===== src/rtl/md_issue_ctrl_if.sv =====
// Bundle between the E-stage pipeline register / D-stage decode and the
// multiply/divide issue controller. The pipeline side is the master.
interface md_issue_ctrl_if;
    logic        e_valid;
    logic [3:0]  e_op;
    logic [31:0] e_rs;
    logic [31:0] e_rt;
    logic        d_md_use;
    logic [3:0]  md_op;
    logic [31:0] md_a;
    logic [31:0] md_b;
    logic        stall_d;
    logic        proto_err;

    modport master (
        output e_valid, e_op, e_rs, e_rt, d_md_use,
        input  md_op, md_a, md_b, stall_d, proto_err
    );

    modport slave (
        input  e_valid, e_op, e_rs, e_rt, d_md_use,
        output md_op, md_a, md_b, stall_d, proto_err
    );
endinterface


===== src/rtl/md_issue_ctrl.sv =====
// Issue/interlock controller in front of the multiply/divide unit: holds the
// op and operands for the unit latency, then retires. MD_PROTO_CHECK_EN builds proto_err.
module md_issue_ctrl #(
    parameter int unsigned MULT_LAT = 5,
    parameter int unsigned DIV_LAT  = 10
) (
    input  logic            clk,
    input  logic            rst_n,
    md_issue_ctrl_if.slave  bus
);

    typedef enum logic [1:0] {
        IDLE   = 2'd0,
        RUN    = 2'd1,
        RETIRE = 2'd2
    } state_t;

    localparam logic [3:0] OP_NONE  = 4'd0;
    localparam logic [3:0] OP_MULT  = 4'd1;
    localparam logic [3:0] OP_MULTU = 4'd2;
    localparam logic [3:0] OP_DIV   = 4'd3;
    localparam logic [3:0] OP_DIVU  = 4'd4;
    localparam logic [3:0] OP_MTHI  = 4'd5;
    localparam logic [3:0] OP_MTLO  = 4'd6;

    localparam logic [3:0] MULT_CNT = MULT_LAT[3:0];
    localparam logic [3:0] DIV_CNT  = DIV_LAT[3:0];

    // True for every opcode that occupies the unit.
    function automatic logic is_md_op(input logic [3:0] op);
        logic hit;
        case (op)
            OP_MULT, OP_MULTU, OP_DIV, OP_DIVU, OP_MTHI, OP_MTLO: hit = 1'b1;
            default:                                              hit = 1'b0;
        endcase
        return hit;
    endfunction

    // Number of cycles the opcode is held at the unit inputs.
    function automatic logic [3:0] latency_of(input logic [3:0] op);
        logic [3:0] lat;
        case (op)
            OP_MULT, OP_MULTU: lat = MULT_CNT;
            OP_DIV, OP_DIVU:   lat = DIV_CNT;
            OP_MTHI, OP_MTLO:  lat = 4'd1;
            default:           lat = 4'd0;
        endcase
        return lat;
    endfunction

    state_t      state_r;
    state_t      state_nxt_s;
    logic [3:0]  cnt_r;
    logic [3:0]  cnt_nxt_s;
    logic [3:0]  md_op_r;
    logic [3:0]  md_op_nxt_s;
    logic [31:0] md_a_r;
    logic [31:0] md_b_r;
    logic        issue_now_s;
    logic        proto_err_r;

    // Next-state, countdown and issue decode.
    always_comb begin
        state_nxt_s = state_r;
        cnt_nxt_s   = cnt_r;
        issue_now_s = 1'b0;
        case (state_r)
            IDLE: begin
                if (bus.e_valid && is_md_op(bus.e_op)) begin
                    issue_now_s = 1'b1;
                    state_nxt_s = RUN;
                    cnt_nxt_s   = latency_of(bus.e_op);
                end else begin
                    state_nxt_s = IDLE;
                    cnt_nxt_s   = 4'd0;
                end
            end
            RUN: begin
                // A count of 0 cannot occur legitimately; treat it as done.
                if (cnt_r <= 4'd1) begin
                    state_nxt_s = RETIRE;
                    cnt_nxt_s   = 4'd0;
                end else begin
                    state_nxt_s = RUN;
                    cnt_nxt_s   = cnt_r - 4'd1;
                end
            end
            RETIRE: begin
                state_nxt_s = IDLE;
                cnt_nxt_s   = 4'd0;
            end
            default: begin
                state_nxt_s = IDLE;
                cnt_nxt_s   = 4'd0;
            end
        endcase
    end

    // Opcode to the unit: new op on issue, held through RUN, zero otherwise.
    always_comb begin
        md_op_nxt_s = OP_NONE;
        if (issue_now_s) begin
            md_op_nxt_s = bus.e_op;
        end else if (state_nxt_s == RUN) begin
            md_op_nxt_s = md_op_r;
        end else begin
            md_op_nxt_s = OP_NONE;
        end
    end

    // Control state register.
    always_ff @(posedge clk or negedge rst_n) begin
        if (!rst_n) begin
            state_r <= IDLE;
            cnt_r   <= 4'd0;
        end else begin
            state_r <= state_nxt_s;
            cnt_r   <= cnt_nxt_s;
        end
    end

    // Hold registers; operands only load on an accepted issue so a
    // rejected op never disturbs the running operation.
    always_ff @(posedge clk or negedge rst_n) begin
        if (!rst_n) begin
            md_op_r <= OP_NONE;
            md_a_r  <= 32'd0;
            md_b_r  <= 32'd0;
        end else begin
            md_op_r <= md_op_nxt_s;
            if (issue_now_s) begin
                md_a_r <= bus.e_rs;
                md_b_r <= bus.e_rt;
            end else begin
                md_a_r <= md_a_r;
                md_b_r <= md_b_r;
            end
        end
    end

`ifdef MD_PROTO_CHECK_EN
    logic violation_s;

    // Any non-empty op arriving while the unit is occupied.
    always_comb begin
        violation_s = 1'b0;
        if (bus.e_valid && (bus.e_op != OP_NONE) && (state_r != IDLE)) begin
            violation_s = 1'b1;
        end else begin
            violation_s = 1'b0;
        end
    end

    // Sticky violation flag, cleared only by reset.
    always_ff @(posedge clk or negedge rst_n) begin
        if (!rst_n) begin
            proto_err_r <= 1'b0;
        end else begin
            proto_err_r <= proto_err_r | violation_s;
        end
    end
`else
    assign proto_err_r = 1'b0;
`endif

    assign bus.md_op     = md_op_r;
    assign bus.md_a      = md_a_r;
    assign bus.md_b      = md_b_r;
    assign bus.proto_err = proto_err_r;
    // Combinational so the issue cycle itself can hold back a dependent D op.
    assign bus.stall_d   = rst_n & bus.d_md_use & ((state_r != IDLE) | issue_now_s);

endmodule


===== src/flat_wrapper.sv =====
// flat-port wrapper written by rule: the top's interface ports become plain ports
module md_issue_ctrl_flat 
#(
    parameter int unsigned MULT_LAT = 5,
    parameter int unsigned DIV_LAT  = 10
)
  (clk, rst_n, bus_e_valid, bus_e_op, bus_e_rs, bus_e_rt, bus_d_md_use, bus_md_op, bus_md_a, bus_md_b, bus_stall_d, bus_proto_err);
  md_issue_ctrl_if bus_i ();
  input  logic clk;
  input  logic rst_n;
  input wire logic [$bits(bus_i.e_valid)-1:0] bus_e_valid;
  input wire logic [$bits(bus_i.e_op)-1:0] bus_e_op;
  input wire logic [$bits(bus_i.e_rs)-1:0] bus_e_rs;
  input wire logic [$bits(bus_i.e_rt)-1:0] bus_e_rt;
  input wire logic [$bits(bus_i.d_md_use)-1:0] bus_d_md_use;
  output wire logic [$bits(bus_i.md_op)-1:0] bus_md_op;
  output wire logic [$bits(bus_i.md_a)-1:0] bus_md_a;
  output wire logic [$bits(bus_i.md_b)-1:0] bus_md_b;
  output wire logic [$bits(bus_i.stall_d)-1:0] bus_stall_d;
  output wire logic [$bits(bus_i.proto_err)-1:0] bus_proto_err;
  assign bus_i.e_valid = bus_e_valid;
  assign bus_i.e_op = bus_e_op;
  assign bus_i.e_rs = bus_e_rs;
  assign bus_i.e_rt = bus_e_rt;
  assign bus_i.d_md_use = bus_d_md_use;
  assign bus_md_op = bus_i.md_op;
  assign bus_md_a = bus_i.md_a;
  assign bus_md_b = bus_i.md_b;
  assign bus_stall_d = bus_i.stall_d;
  assign bus_proto_err = bus_i.proto_err;
  md_issue_ctrl #(.MULT_LAT(MULT_LAT), .DIV_LAT(DIV_LAT)) u_core (.clk(clk), .rst_n(rst_n), .bus(bus_i));
endmodule

===== config.mk =====
export PLATFORM = sky130hd
export DESIGN_NAME = md_issue_ctrl_flat
export DESIGN_NICKNAME = d
export VERILOG_FILES = /design/src/rtl/md_issue_ctrl_if.sv /design/src/rtl/md_issue_ctrl.sv /design/src/flat_wrapper.sv
export SDC_FILE = /design/constraint.sdc
export NUM_CORES = 1
export LEC_CHECK = 0
export BUFFER_PORTS_ARGS = -buffer_cell sky130_fd_sc_hd__buf_2
export CAP_MARGIN = 20
export CORE_UTILIZATION = 50
export CTS_CLUSTER_DIAMETER = 120
export DETAILED_ROUTE_END_ITERATION = 7
export PLACE_DENSITY_LB_ADDON = 0.05
export SLEW_MARGIN = 0
export SYNTH_ARGS = -nofsm -noshare
export SYNTH_HDL_FRONTEND = slang
export SYNTH_SLANG_ARGS = --single-unit

===== constraint.sdc =====
create_clock -name clk -period 4.7 [get_ports clk]
set_input_delay 1.175 -clock clk [delete_from_list [all_inputs] [get_ports clk]]
set_output_delay 1.175 -clock clk [all_outputs]
set_load 0.02 [all_outputs]

==> results of run 1 <==
## synth_stat cells, types with 2 or more instances
master	n
buf_6	5
buf_8	2
dfrtp_1	74
ha_1	2
inv_1	5
mux2_2	2
mux2_4	62
nor2_1	2
nor2b_1	2
o22ai_1	3
o2bb2ai_1	3
xnor2_1	2
## through the flow
stage	utilization (%)	std cells	hold slack (ns)	total power, mW	cell area (sq um)
finish	68.00	408	0.4902	2.473	4098
global route	68.00	408	0.5168	2.608	4098
CTS	68.00	408	0.4924	2.498	4098
detailed placement	65.14	394	0.4700	2.038	3925
global placement	65.14	394	0.4685	2.021	3925
floorplan	-	183	0.4879	1.708	3192
## state kept, by name, indices dropped and copies added, names as in the netlist
signal,flops
u_core.bus.md_b,32
u_core.cnt_r,4
u_core.bus.md_op,4
u_core.state_r,2
u_core.bus.md_a,32
## routing by layer
| metal | track usage, % | vias up | share of wire (%) |
|---|---|---|---|
| li1 | - | 943 | - |
| met1 | 23.73 | 960 | 43 |
| met2 | 29.50 | 85 | 48 |
| met3 | 5.333 | 7 | 7.8 |
| met4 | 8.421 | 0 | 1.0 |
| met5 | 0 | - | 0 |
## worst max path at each step
stage | startpoint | endpoint | slack, ns | cells after the start
final | bus_e_op[1] | bus_stall_d | 1.17 | 5
after floorplan | bus_e_op[1] | bus_stall_d | 1.40 | 3
after detailed placement | bus_e_op[1] | bus_stall_d | 1.16 | 5
after CTS | bus_e_op[1] | bus_stall_d | 1.16 | 5
after global placement | bus_e_op[1] | bus_stall_d | 1.19 | 5
after global routing | bus_e_op[1] | bus_stall_d | 1.12 | 5
## power groups by stage
stage / logic, mW / clock network (mW) / registers, mW
after floorplan: 0.417 / 0 / 1.29
after global placement: 1.02 / 0 / 1.00
after detailed placement: 1.03 / 0 / 1.00
after CTS: 1.03 / 0.462 / 1.00
after global routing: 1.09 / 0.490 / 1.03
final: 1.02 / 0.449 / 1.00
## worst max-delay path, stage by stage
cell	delay [ns]
buf_2	0.13
or3_4	0.40
and4b_1	0.21
o311a_1	0.28
buf_2	0.16
## layout by cell type, fill, tap and decap left out, drive strengths merged
| master | instances |
|---|---|
| nor3 | 1 |
| nand3 | 2 |
| o2bb2ai | 3 |
| or2b | 1 |
| conb | 1 |
| mux2i | 1 |
| buf | 144 |
| clkbuf | 10 |
| nor2 | 2 |
| nor4 | 1 |
| dfrtp | 74 |
| o31a | 1 |
| and4b | 1 |
| bufinv | 1 |
| nand2 | 1 |
| o22ai | 3 |
| o32ai | 1 |
| ha | 2 |
| mux2 | 64 |
| inv | 5 |
| nor4b | 1 |
| xnor2 | 2 |
| o311a | 1 |
| and3b | 1 |
| nor2b | 2 |
| and2 | 1 |
| a21oi | 1 |
| or3 | 1 |
| o31ai | 1 |
| clkinv | 3 |
## area by class of cell
cell class / instances / area (sq um)
clock buffer: 10 / 127.6
clock inverter: 4 / 45.04
fill: 476 / 1928
inverter: 5 / 18.77
multi-input combinational: 96 / 1227
sequential: 74 / 1852
tap: 75 / 93.84
timing repair buffer: 144 / 733.2
## cell families after synthesis
family | synth area share (%)
DFF | 58.02
muxes | 30.18
and+or+nand+nor | 3.920
buffers and inverters | 3.528
AOI/OAI and AO/OA | 2.901
adders and majority gates | 0.7839
xor gates and xnor gates | 0.5489
other | 0.1175
==> flow_metrics.tcl, run 1 <==
set metrics [dict create \
    cp.arrival_ns 2.36 \
    fp-row-count 28 \
    synthToLayoutAreaGrowth_pct 28.38 \
    startpoint_type "input port" \
    worstSetupPathType "input port to output pin" \
    finalCriticalPeriod_ns 3.531 \
    layout.nets 404 \
    die-area_sq_um 6707 \
    cts_hold_buf 0 \
    drcViolationCount 0 \
    avgSynthCellArea_sq_um 17.44 \
    postSynth.asyncResetShare_pct 100.0 \
    grt_pass1_vias 1977 \
    p_comb_share_pct 41.3 \
    power.leakage_nw 2.266 \
    cts_resized 0 \
    drive_gt1_share_pct 67.57 \
    clk_latency_ns 0.33 \
    cts_tree "done" \
    p_int_mw 1.611 \
    synth_edf_count 0 \
    worstPathMaxFanout 6 \
    die_h_um 81.90 \
    reg2reg_slack_ns 2.64 \
    yosysSeqAreaShare_pct 58.02 \
    rr_endpoint "u_core.bus.md_b[4]" \
    die_w_um 81.90 \
    cts-root-buf "clkbuf_8" \
    vias_per_cell 4.890 \
    antenna_found_initial 0 \
    worst-r2r-cell-count 4 \
    wl_mm 6.170 \
    hold_path_end "u_core.bus.md_op[3]" \
    p_seq_share_pct 40.5 \
    place_ws_ns 1.163 \
    diodes 0 \
    grt_pass1_wl_mm 9.163 \
    globalplace.congestion 0.6934 \
    hp-start "u_core.bus.md_op[3]" \
    r2r-start "u_core.state_r[1]" \
    hold_depth 1 \
    synth_fp_nets 257 \
    ant_nets 0 \
    worstSetupEndpointType "output pin" \
    max_cap_viol_count 0 \
    wl_per_cell_um 15.12 \
    core_area_sq_um 6026 \
    timing.final.crit_share_pct 75.12 \
    grt_use_total_pct 18.67 \
    p_sw_share_pct 34.86 \
    yosys_warnings 0 \
    rsz0062_at_grt "no" \
    grt_overflow 0 \
    clk_pin_slew_worst_paths_ns 0.07 \
    layout_setup_ws_ns 1.169 \
    outcome "complete, no violations" \
    start_util_pct 52.97 \
    dr.pass1.iters 4 \
    synthCells 183 \
    hold_violations 0 \
    hold_path_class "flip-flop to flip-flop" \
    yosysTopAreaCellShare_pct 58.02 \
    dp_hpwl_mm 4.422 \
    clock.fmax_ghz 0.2832 \
    cts_sinks 74 \
    ys.flop_type "dfrtp_1" \
    setup_viol 0 \
    drt_iter0_markers 62 \
    p_sw_mw 0.8621 \
    tightest_slew_ns 0.9031 \
    synth_top_area_cell "dfrtp_1" \
    cts_buffer_depth 2 \
    synth_cell_types 31 \
    crit_required_ns 3.52 \
    cts_setup_buffers 0 \
    post_synth_instance_area_sq_um 3192 \
    htree_num_levels 3 \
    slew_violations 0 \
    p_clk_share_pct 18.2 \
    power_density_nw_per_um2 603.5 \
    yosys-top-cells-area "dfrtp_1 58%, mux2_4 29%, buf_6 1.8%" \
    vias 1995 \
    setup_tns_ns 0 \
    ys_seq_elements 74 \
    ir_drop_v 0.0003511 \
    cts_buffers 9 \
    slew_headroom_pct 39.80 \
    io_buffers 140 \
    io_pins 142 \
    clock_skew_ns 0.01078 \
    grt_max_degree 75 \
]
(Power assumes the default switching activity.)
==> run 2: changes to the inputs <==
--- a/config.mk
+++ b/config.mk
@@ -7,7 +7,7 @@
 export LEC_CHECK = 0
 export BUFFER_PORTS_ARGS = -buffer_cell sky130_fd_sc_hd__buf_2
 export CAP_MARGIN = 20
-export CORE_UTILIZATION = 50
+export CORE_UTILIZATION = 47
 export CTS_CLUSTER_DIAMETER = 120
 export DETAILED_ROUTE_END_ITERATION = 7
 export PLACE_DENSITY_LB_ADDON = 0.05
==> constraint.sdc (replaced) <==
create_clock -name clk -period 3.43 [get_ports clk]
set_input_delay 0.8575 -clock clk [delete_from_list [all_inputs] [get_ports clk]]
set_output_delay 0.8575 -clock clk [all_outputs]
set_load 0.02 [all_outputs]
==> run 2 against run 1 <==
The flow now finishes with violations (design-rule violations). Global-route usage shrank 0.49 points. Clock power grew 55%. Critical path type unchanged. Die area grew 6.2%. Non-clock buffer count shrank 1. Final cell count grew 0.74%. Largest cell class unchanged. Worst setup slack lost 0.64 ns. Via count shrank 0.50%. Clock-buffer cell count grew 1. Sequential cell count is the same. Worst hold slack gained 0.0025 ns. Sequential share of layout area shrank 0.67 points. Sequential power grew 36%. Highest routed layer unchanged.
==> flow_metrics.tcl, run 2 (synthesized netlist as in run 1, its figures left out) <==
set metrics [dict create \
    worstSetupEndpointType "output pin" \
    p_clk_share_pct 20.1 \
    vias 1985 \
    drcViolationCount 11 \
    htree_num_levels 3 \
    vias_per_cell 4.830 \
    cp.arrival_ns 2.04 \
    mostFrequentLayoutCells "139 x buf_2, 74 x dfrtp_1, 62 x mux2_4" \
    drt_iter0_markers 109 \
    cts_resized 0 \
    synthToLayoutAreaGrowth_pct 30.30 \
    ant_nets 0 \
    p_seq_share_pct 39.3 \
    clk_latency_ns 0.34 \
    cts_hold_buf 0 \
    cts_tree "done" \
    grt_use_total_pct 18.18 \
    violations "design-rule violations" \
    tightest_slew_ns 0.8981 \
    crit_required_ns 2.57 \
    p_sw_share_pct 34.63 \
    start_util_pct 49.42 \
    dr.pass1.iters 8 \
    power.leakage_nw 2.284 \
    dp_hpwl_mm 4.302 \
    die_w_um 84.41 \
    cpMaxStageDelayCell "or3_4" \
    clock_skew_ns 0.01215 \
    p_sw_mw 1.200 \
    outcome "complete, but fails checks" \
    final-seq-area_sq_um 1852 \
    finalCriticalPeriod_ns 2.896 \
    io_pins 142 \
    clock.fmax_ghz 0.3453 \
    utilization_pct 64.39 \
    cpMostUsedCell "buf_2" \
    fp-row-count 29 \
    grt_pass1_vias 1957 \
    cts_buffer_depth 2 \
    path_buf_inv 2 \
    wl_per_cell_um 15.03 \
    nFillCells 509 \
    worstPathMaxFanout 6 \
    slew_violations 0 \
    io_buffers 140 \
    crit_chain "buf_2 > or3_4 > and4b_1 > o311a_1 > buf_2" \
    grt_max_degree 75 \
    setup_tns_ns 0 \
    hold_path_class "flip-flop to flip-flop" \
    core_area_sq_um 6459 \
    clk_pin_slew_worst_paths_ns 0.07 \
    wl_mm 6.178 \
    p_comb_share_pct 40.6 \
    cts_setup_buffers 0 \
    multiInputGateArea_sq_um 1227 \
    drive_gt1_share_pct 67.96 \
    layout.nets 403 \
    grt_overflow 0 \
    hold_violations 0 \
    crit_family "simple AND/OR/NAND/NOR gates" \
    antenna_found_initial 0 \
    startpoint_type "input port" \
    grt_pass1_wl_mm 9.915 \
    diodes 0 \
    rsz0062_at_grt "no" \
    die_h_um 84.41 \
    slowest_delay_ns 0.40 \
    power_density_nw_per_um2 832.9 \
    setup_viol 0 \
    timing.final.crit_share_pct 84.44 \
    globalplace.congestion 0.6894 \
    cts_buffers 9 \
    cts-root-buf "clkbuf_8" \
    p_int_mw 2.264 \
    worstSetupPathType "input port to output pin" \
    cts_sinks 74 \
    die-area_sq_um 7125 \
    max_cap_viol_count 0 \
    slew_headroom_pct 40.13 \
    layout_commonest_cell "buf_2" \
    ir_drop_v 0.0004864 \
]
==> run 2: changes by cell type in the layout (fill, tap and decap cells not counted) <==
cell,before,now
buf_4,5,2
clkinv_2,3,0
buf_12,0,2
clkbuf_8,9,11
clkinv_4,0,2
clkinvlp_4,0,2
clkbuf_1,1,0
==> run 2: path summary, 6_finish.rpt <==
kind                                        to  slack (ns)  cells past startpoint                start
setup / recovery                   bus_stall_d        0.53                      5          bus_e_op[1]
hold / removal             u_core.bus.md_op[2]        0.49                      1  u_core.bus.md_op[2]
setup reg to reg           u_core.bus.md_a[16]        1.49                      4    u_core.state_r[1]
hold reg to reg            u_core.bus.md_op[2]        0.49                      1  u_core.bus.md_op[2]
max in group asynchronous  u_core.bus.md_b[24]        2.10                      2                rst_n
min in group asynchronous   u_core.bus.md_a[9]        0.76                      2                rst_n
==> run 2: power by group through the flow <==
| stage | clock network, mW | logic, mW | registers (mW) |
|---|---|---|---|
| detailed placement | 0 | 1.42 | 1.37 |
| finish | 0.696 | 1.41 | 1.36 |
| global placement | 0 | 1.41 | 1.37 |
| floorplan | 0 | 0.571 | 1.77 |
| global route | 0.766 | 1.49 | 1.40 |
| CTS | 0.725 | 1.42 | 1.36 |
==> run 2: routing by layer <==
layer / share of wire, % / vias up / global-route usage [%]
met2: 43 / 93 / 25.71
li1: - / 936 / -
met4: 1.5 / 0 / 8.320
met3: 9.7 / 10 / 5.506
met1: 45 / 946 / 25.85
met5: 0 / - / 0
==> run 2: metrics by stage <==
| stage | instance area [sq um] | setup WS (ns) | power, mW | hold slack [ns] | cells |
|---|---|---|---|---|---|
| 6_report | 4159 | 0.5339 | 3.464 | 0.4927 | 411 |
| 3_3_place_gp | 3945 | 0.5303 | 2.772 | 0.4677 | 395 |
| 3_5_place_dp | 3945 | 0.5237 | 2.786 | 0.4695 | 395 |
| 4_1_cts | 4159 | 0.5273 | 3.508 | 0.4951 | 411 |
| 2_1_floorplan | 3192 | 0.7634 | 2.340 | 0.4879 | 183 |
| 5_1_grt | 4159 | 0.5041 | 3.655 | 0.5154 | 411 |
==> run 2: layout make-up <==
type | instances | share of cell area [%]
Multi-Input combinational cell | 96 | 29.51
Timing Repair Buffer | 143 | 18.05
Clock inverter | 5 | 1.504
Inverter | 5 | 0.4513
Clock buffer | 11 | 3.640
Tap cell | 77 | 2.316
Sequential cell | 74 | 44.52
==> run 2: worst register-to-register path, cell delays in order (launching register included) <==
cell,delay [ns]
dfrtp_1,0.44
nor4b_4,0.33
nand3_4,0.37
buf_12,0.36
mux2_4,0.33
